==> src/rtl/mem_ctrl_pkg.sv <==
// Shared encodings for the byte-wide RAM sequencer: request codes, length codes,
// FSM state encodings and the owner type.
package mem_ctrl_pkg;

  localparam logic [1:0] RW_NONE  = 2'b00;
  localparam logic [1:0] RW_READ  = 2'b01;
  localparam logic [1:0] RW_WRITE = 2'b10;

  localparam logic [1:0] LEN_BYTE = 2'b00;
  localparam logic [1:0] LEN_HALF = 2'b01;
  localparam logic [1:0] LEN_WORD = 2'b11;

  localparam logic [1:0] ST_IDLE  = 2'b00;
  localparam logic [1:0] ST_READ  = 2'b01;
  localparam logic [1:0] ST_WRITE = 2'b10;
  localparam logic [1:0] ST_DONE  = 2'b11;

  typedef enum logic {
    OWNER_IF  = 1'b0,
    OWNER_MEM = 1'b1
  } owner_t;

  // 2'b10 is not a legal length code; it is treated as a word.
  function automatic logic [2:0] len_bytes(input logic [1:0] len);
    case (len)
      LEN_BYTE: return 3'd1;
      LEN_HALF: return 3'd2;
      default:  return 3'd4;
    endcase
  endfunction

endpackage

==> src/rtl/mem_byte_asm.sv <==
// 4-byte assembly register: clears, loads a whole word, or captures one byte
// at idx; byte_sel exposes the byte at idx for write disassembly.
module mem_byte_asm (
  input  logic        clk,
  input  logic        rst,
  input  logic        clr,
  input  logic        load,
  input  logic [31:0] load_word,
  input  logic        cap,
  input  logic [1:0]  idx,
  input  logic [7:0]  din,
  output logic [31:0] word,
  output logic [7:0]  byte_sel
);

  always_ff @(posedge clk or negedge rst) begin
    if (!rst) begin
      word <= '0;
    end else if (clr) begin
      word <= '0;
    end else if (load) begin
      word <= load_word;
    end else if (cap) begin
      word[{idx, 3'b000} +: 8] <= din;
    end
  end

  assign byte_sel = word[{idx, 3'b000} +: 8];

endmodule

==> src/rtl/mem_ctrl.sv <==
// Byte-wide RAM sequencer shared by instruction fetch and the load/store port.
// Handshake: a requester holds its request until its one-cycle done strobe.
module mem_ctrl
  import mem_ctrl_pkg::*;
#(
  parameter int ADDR_W = 17
) (
  input  logic              clk,
  input  logic              rst,
  input  logic              flush,
  input  logic              if_req,
  input  logic [31:0]       if_addr,
  output logic              if_done,
  output logic [31:0]       if_data,
  input  logic [1:0]        mem_rw,
  input  logic [1:0]        mem_len,
  input  logic [31:0]       mem_addr,
  input  logic [31:0]       mem_wdata,
  output logic              mem_done,
  output logic [31:0]       mem_rdata,
  input  logic [7:0]        ram_din,
  output logic [7:0]        ram_dout,
  output logic [ADDR_W-1:0] ram_a,
  output logic              ram_wr,
  output logic [1:0]        fsm_state
);

  logic [1:0]        state;
  owner_t            owner;
  logic              op_write;
  logic [ADDR_W-1:0] addr_q;
  logic [2:0]        n_q;
  logic [2:0]        icnt;
  logic [2:0]        rcnt;
  logic              issuing;
  logic              rd_valid;
  logic [31:0]       if_data_q;
  logic [31:0]       mem_rdata_q;

  logic        mem_grant;
  logic        if_grant;
  logic        req_write;
  logic [31:0] req_addr;
  logic [2:0]  req_n;
  logic        if_abort;
  logic        asm_clr;
  logic        asm_load;
  logic        asm_cap;
  logic [1:0]  asm_idx;
  logic [31:0] asm_word;
  logic [7:0]  asm_byte;
  logic        unused_addr_bits;

  // MEM wins over IF; flush only blocks the IF grant.
  assign mem_grant = (mem_rw == RW_READ) || (mem_rw == RW_WRITE);
  assign if_grant  = !mem_grant && if_req && !flush;
  assign req_write = mem_grant && (mem_rw == RW_WRITE);
  assign req_addr  = mem_grant ? mem_addr : if_addr;
  assign req_n     = mem_grant ? len_bytes(mem_len) : 3'd4;
  assign if_abort  = (owner == OWNER_IF) && (state != ST_IDLE) && flush;

  assign unused_addr_bits = ^req_addr[31:ADDR_W];

  assign asm_clr  = (state == ST_IDLE) && (mem_grant || if_grant) && !req_write;
  assign asm_load = (state == ST_IDLE) && req_write;
  assign asm_cap  = (state == ST_READ) && rd_valid && !if_abort;
  assign asm_idx  = (state == ST_READ) ? rcnt[1:0] : icnt[1:0];

  mem_byte_asm u_asm (
    .clk       (clk),
    .rst       (rst),
    .clr       (asm_clr),
    .load      (asm_load),
    .load_word (mem_wdata),
    .cap       (asm_cap),
    .idx       (asm_idx),
    .din       (ram_din),
    .word      (asm_word),
    .byte_sel  (asm_byte)
  );

  always_ff @(posedge clk or negedge rst) begin
    if (!rst) begin
      state    <= ST_IDLE;
      owner    <= OWNER_IF;
      op_write <= 1'b0;
      addr_q   <= '0;
      n_q      <= '0;
      icnt     <= '0;
      rcnt     <= '0;
      issuing  <= 1'b0;
      rd_valid <= 1'b0;
      ram_a    <= '0;
      ram_dout <= '0;
      ram_wr   <= 1'b0;
    end else begin
      case (state)
        ST_IDLE: begin
          if (mem_grant || if_grant) begin
            owner    <= mem_grant ? OWNER_MEM : OWNER_IF;
            op_write <= req_write;
            addr_q   <= req_addr[ADDR_W-1:0];
            n_q      <= req_n;
            ram_a    <= req_addr[ADDR_W-1:0];
            icnt     <= 3'd1;
            rcnt     <= 3'd0;
            rd_valid <= 1'b0;
            if (req_write) begin
              ram_dout <= mem_wdata[7:0];
              ram_wr   <= 1'b1;
              state    <= ST_WRITE;
            end else begin
              issuing <= 1'b1;
              state   <= ST_READ;
            end
          end
        end
        ST_READ: begin
          if (if_abort) begin
            issuing  <= 1'b0;
            rd_valid <= 1'b0;
            state    <= ST_IDLE;
          end else begin
            // issuing: an address is on ram_a this cycle, so its data lands next cycle.
            if (issuing) begin
              if (icnt != n_q) begin
                ram_a <= addr_q + ADDR_W'(icnt);
                icnt  <= icnt + 3'd1;
              end else begin
                issuing <= 1'b0;
              end
            end
            rd_valid <= issuing;
            if (rd_valid) begin
              rcnt <= rcnt + 3'd1;
              if (rcnt == n_q - 3'd1) state <= ST_DONE;
            end
          end
        end
        ST_WRITE: begin
          if (icnt != n_q) begin
            ram_a    <= addr_q + ADDR_W'(icnt);
            ram_dout <= asm_byte;
            icnt     <= icnt + 3'd1;
          end else begin
            ram_wr <= 1'b0;
            state  <= ST_DONE;
          end
        end
        default: state <= ST_IDLE;
      endcase
    end
  end

  // Done cycle forwards the assembled word directly; the holding registers keep it afterwards.
  assign if_done   = (state == ST_DONE) && (owner == OWNER_IF) && !flush;
  assign mem_done  = (state == ST_DONE) && (owner == OWNER_MEM);
  assign if_data   = if_done ? asm_word : if_data_q;
  assign mem_rdata = (mem_done && !op_write) ? asm_word : mem_rdata_q;
  assign fsm_state = state;

  always_ff @(posedge clk or negedge rst) begin
    if (!rst) begin
      if_data_q   <= '0;
      mem_rdata_q <= '0;
    end else begin
      if (if_done) if_data_q <= asm_word;
      if (mem_done && !op_write) mem_rdata_q <= asm_word;
    end
  end

endmodule

==> config.mk <==
export PLATFORM = sky130hd
export DESIGN_NAME = mem_ctrl
export DESIGN_NICKNAME = d
export VERILOG_FILES = /design/src/rtl/mem_ctrl_pkg.sv /design/src/rtl/mem_byte_asm.sv /design/src/rtl/mem_ctrl.sv
export SDC_FILE = /design/constraint.sdc
export NUM_CORES = 1
export LEC_CHECK = 0
export CAP_MARGIN = 20
export CORE_MARGIN = 8
export CORE_UTILIZATION = 45
export CTS_BUF_LIST = sky130_fd_sc_hd__clkbuf_2
export DETAILED_ROUTE_END_ITERATION = 8
export GPL_TIMING_DRIVEN = 0
export PLACE_DENSITY = 0.81
export SLEW_MARGIN = 10
export SYNTH_ARGS = -nofsm -noshare
export SYNTH_HDL_FRONTEND = slang
export SYNTH_SLANG_ARGS = --single-unit
export TNS_END_PERCENT = 20
==> constraint.sdc <==
create_clock -name clk -period 3.6 [get_ports clk]
set_input_delay 0.36 -clock clk [delete_from_list [all_inputs] [get_ports clk]]
set_output_delay 0.36 -clock clk [all_outputs]
set_load 0.02 [all_outputs]
==> reports/metrics.yaml <==
status: "complete, no violations"
core-area_um2: 16500
synth.area.mux_share_pct: 17.9
hp-class: "in2async"
hpwl_um: 15900
cts_root_buf: "clkbuf_2"
final_common_cell: "clkdlybuf4s50_1"
place_congestion: 0.869
peakVddDrop_mv: 0.515
p_leak_uw: 0.00445
pre_cts_slack_ns: 0.120
async_flop_share_pct: 100
mostFrequentLayoutCells: "174 x clkdlybuf4s50_1, 153 x dfrtp_1, 78 x nand2_1, 71 x mux2_2, 54 x mux2i_1"
max_freq_mhz: 295
syn_to_final_growth_pct: 31.6
synth-edff-count: 0
worst_slew_pin_slew_ns: 1.04
drive_gt1_share_pct: 15.4
ys.flop_type: "dfrtp_1"
dr.pass1.iters: 4
overflow: 0
reg2reg_depth: 10
antenna_found_initial: 2
clk_pin_slew_ns: 0.23
cp-end-kind: "primary output"
synth_compound_area_share_pct: 13.7
setup-violations-final: 0
synth_top_family_by_area: "multiplexers"
rows: 47
wirelength_um: 21200
arrival_ns: 3.03
finClkSkew_ns: 0.0331
n_fill_cell: 1376
cp_slowest_cell: "clkdlybuf4s50_1"
cp-start-kind: "flip-flop"
synth_nets: 789
rsz0062_at_grt: "false"
maxCapViolations: 0
cts.htree.levels: 4
grt_pass1_vias: 6116
grt_first_pass_wirelength_um: 34200
critPathRequiredTime_ns: 3.24
ys_types: 57
wire_per_inst_um: 19.4
dieArea_um2: 21100
synth_seq_cells: 154
crit_type: "reg2out"
fin_util_pct: 60.0
relSlewSlack_pct: 30.0
cts.sinks: 154
tritoncts: "built"
ant_nets: 0
cts_buffer_depth: 2
power.density_nw_per_um2: 870
fin_crit_sh_pct: 94.2
multiInputGateArea_um2: 3450
critPathTopFamily: "buffers and inverters"
worstPathCellList: "ha_1 > nor3b_4 > buf_12 > buf_2 > mux2_2 > clkdlybuf4s50_1"
synth_xor_area_share_pct: 2.68
grtUsageTotal_pct: 20.4
cp.buffers_inverters: 3
num-nets-final: 986
ios: 206
avgSynthCellArea_um2: 11.4
synthesis.area_um2: 7510
vias_per_cell: 5.38
clock_latency_ns: 0.73
synthCells: 660
ys_seq_area_share_pct: 51.3
crit_path_max_incr_delay_ns: 0.58
synth-simple-area-share_pct: 8.50
drtIter0Drc: 388
yosys.area_share.adder_pct: 2.93
drcViolationCount: 0
setup_slack_ns: 0.208
final_max_slew_viol_count: 0
finalHoldViolations: 0
die_y_um: 145
grt_max_degree: 86
dieWidth_um: 145
regArea_um2: 3850
num_vias: 5879
cts_buffers: 17
yosysWarningCount: 0
worstSetupPathDepth: 6
start_util_pct: 45.6
port_buffers: 175
cp_max_fo: 10
min_period_ns: 3.39
==> cell usage after synthesis (all sizes together) (2+ instances only) <==
| library cell | n | share of area (%) |
|---|---|---|
| a211oi | 2 | 0.20 |
| a21o | 2 | 0.20 |
| a21oi | 18 | 1.7 |
| a221o | 3 | 0.40 |
| a22o | 21 | 2.5 |
| a22oi | 24 | 2.4 |
| a31oi | 2 | 0.37 |
| and2 | 4 | 0.33 |
| and3 | 4 | 0.33 |
| buf | 18 | 1.4 |
| clkbuf | 18 | 0.90 |
| dfrtp | 154 | 51 |
| ha | 16 | 2.7 |
| inv | 12 | 0.60 |
| mux2 | 71 | 11 |
| mux2i | 54 | 7.2 |
| nand2 | 78 | 3.9 |
| nand2b | 3 | 0.25 |
| nand3 | 7 | 0.47 |
| nand4 | 4 | 0.33 |
| nor2 | 17 | 0.88 |
| nor2b | 2 | 0.17 |
| nor3 | 9 | 0.67 |
| nor3b | 4 | 0.40 |
| o21ai | 67 | 4.5 |
| or2 | 3 | 0.25 |
| xnor2 | 9 | 1.1 |
| xor2 | 14 | 1.6 |
==> through the flow <==
| stage | hold WS, ns | setup TNS (ns) | instance area [um^2] | std cells | total power [uW] |
|---|---|---|---|---|---|
| detailed placement | 0.362 | 0 | 9570 | 1056 | 7630 |
| floorplan | 0.0644 | 0 | 7510 | 660 | 5820 |
| global route | 0.124 | 0 | 9870 | 1092 | 9200 |
| CTS | 0.108 | 0 | 9860 | 1090 | 8630 |
| finish | 0.172 | 0 | 9870 | 1092 | 8590 |
| global placement | 0.455 | -644.12 | 9530 | 1055 | 7520 |
==> power breakdown <==
part	internal (uW)	leakage, uW	total [uW]	switching, uW
clock	319	0.000141	964	645
combinational	2140	0.00228	4740	2600
sequential	2400	0.00203	2890	489
total	4850	0.00445	8590	3740
==> state kept, by name, indices dropped and copies added, names as in the netlist, 8 cells and up <==
register / flops
ram_a: 17
addr_q: 17
u_asm.word: 32
mem_rdata_q: 32
ram_dout: 8
if_data_q: 32
==> layer usage <==
layer,routed length (um),track usage (%),vias to the layer above
li1,-,-,2774
met1,9270,26.4,2887
met2,10000,32.1,197
met3,1570,6.03,21
met4,344,6.87,0
met5,0,0,-
==> kinds of logic (layout without fill, tap and decap cells) <==
| kind of cell | after synthesis | after routing |
|---|---|---|
| other cells | 0 | 2 |
| xor+xnor | 23 | 23 |
| flops | 154 | 154 |
| buf+inv | 49 | 259 |
| simple gates | 140 | 140 |
| mux | 125 | 125 |
| compound gates | 152 | 152 |
| fa+ha+maj | 17 | 17 |
==> worst paths after layout <==
| path | from | end | slack [ns] |
|---|---|---|---|
| hold / removal | rst | mem_rdata_q[8] | 0.17 |
| setup reg to reg | fsm_state[1] | u_asm.word[0] | 0.28 |
| max in group asynchronous | rst | ram_a[2] | 2.65 |
| hold reg to reg | ram_a[15] | ram_a[15] | 0.51 |
| min in group clk | mem_len[0] | n_q[0] | 0.19 |
| setup / recovery | fsm_state[1] | if_data[26] | 0.21 |
==> timing repair <==
| action | CTS | global route |
|---|---|---|
| setup buffers | 2 | 0 |
| hold buffers | 1 | 0 |
| endpoints found under the setup margin | 63 | 37 |
| endpoints found under the hold margin | 89 | 0 |
| resized for setup | 8 | 4 |
==> final cells by class <==
cell class,instances,share of cell area (%)
clock buffers,17,0.862
well taps,220,2.79
plain buffers,35,1.86
flip-flops and latches,154,39.0
multi-input cells,457,34.9
inverters,13,0.494
clock inverters,15,1.55
diodes,2,0.0507
repair buffers,179,18.4
No activity file was read; power rests on OpenSTA's default activity.
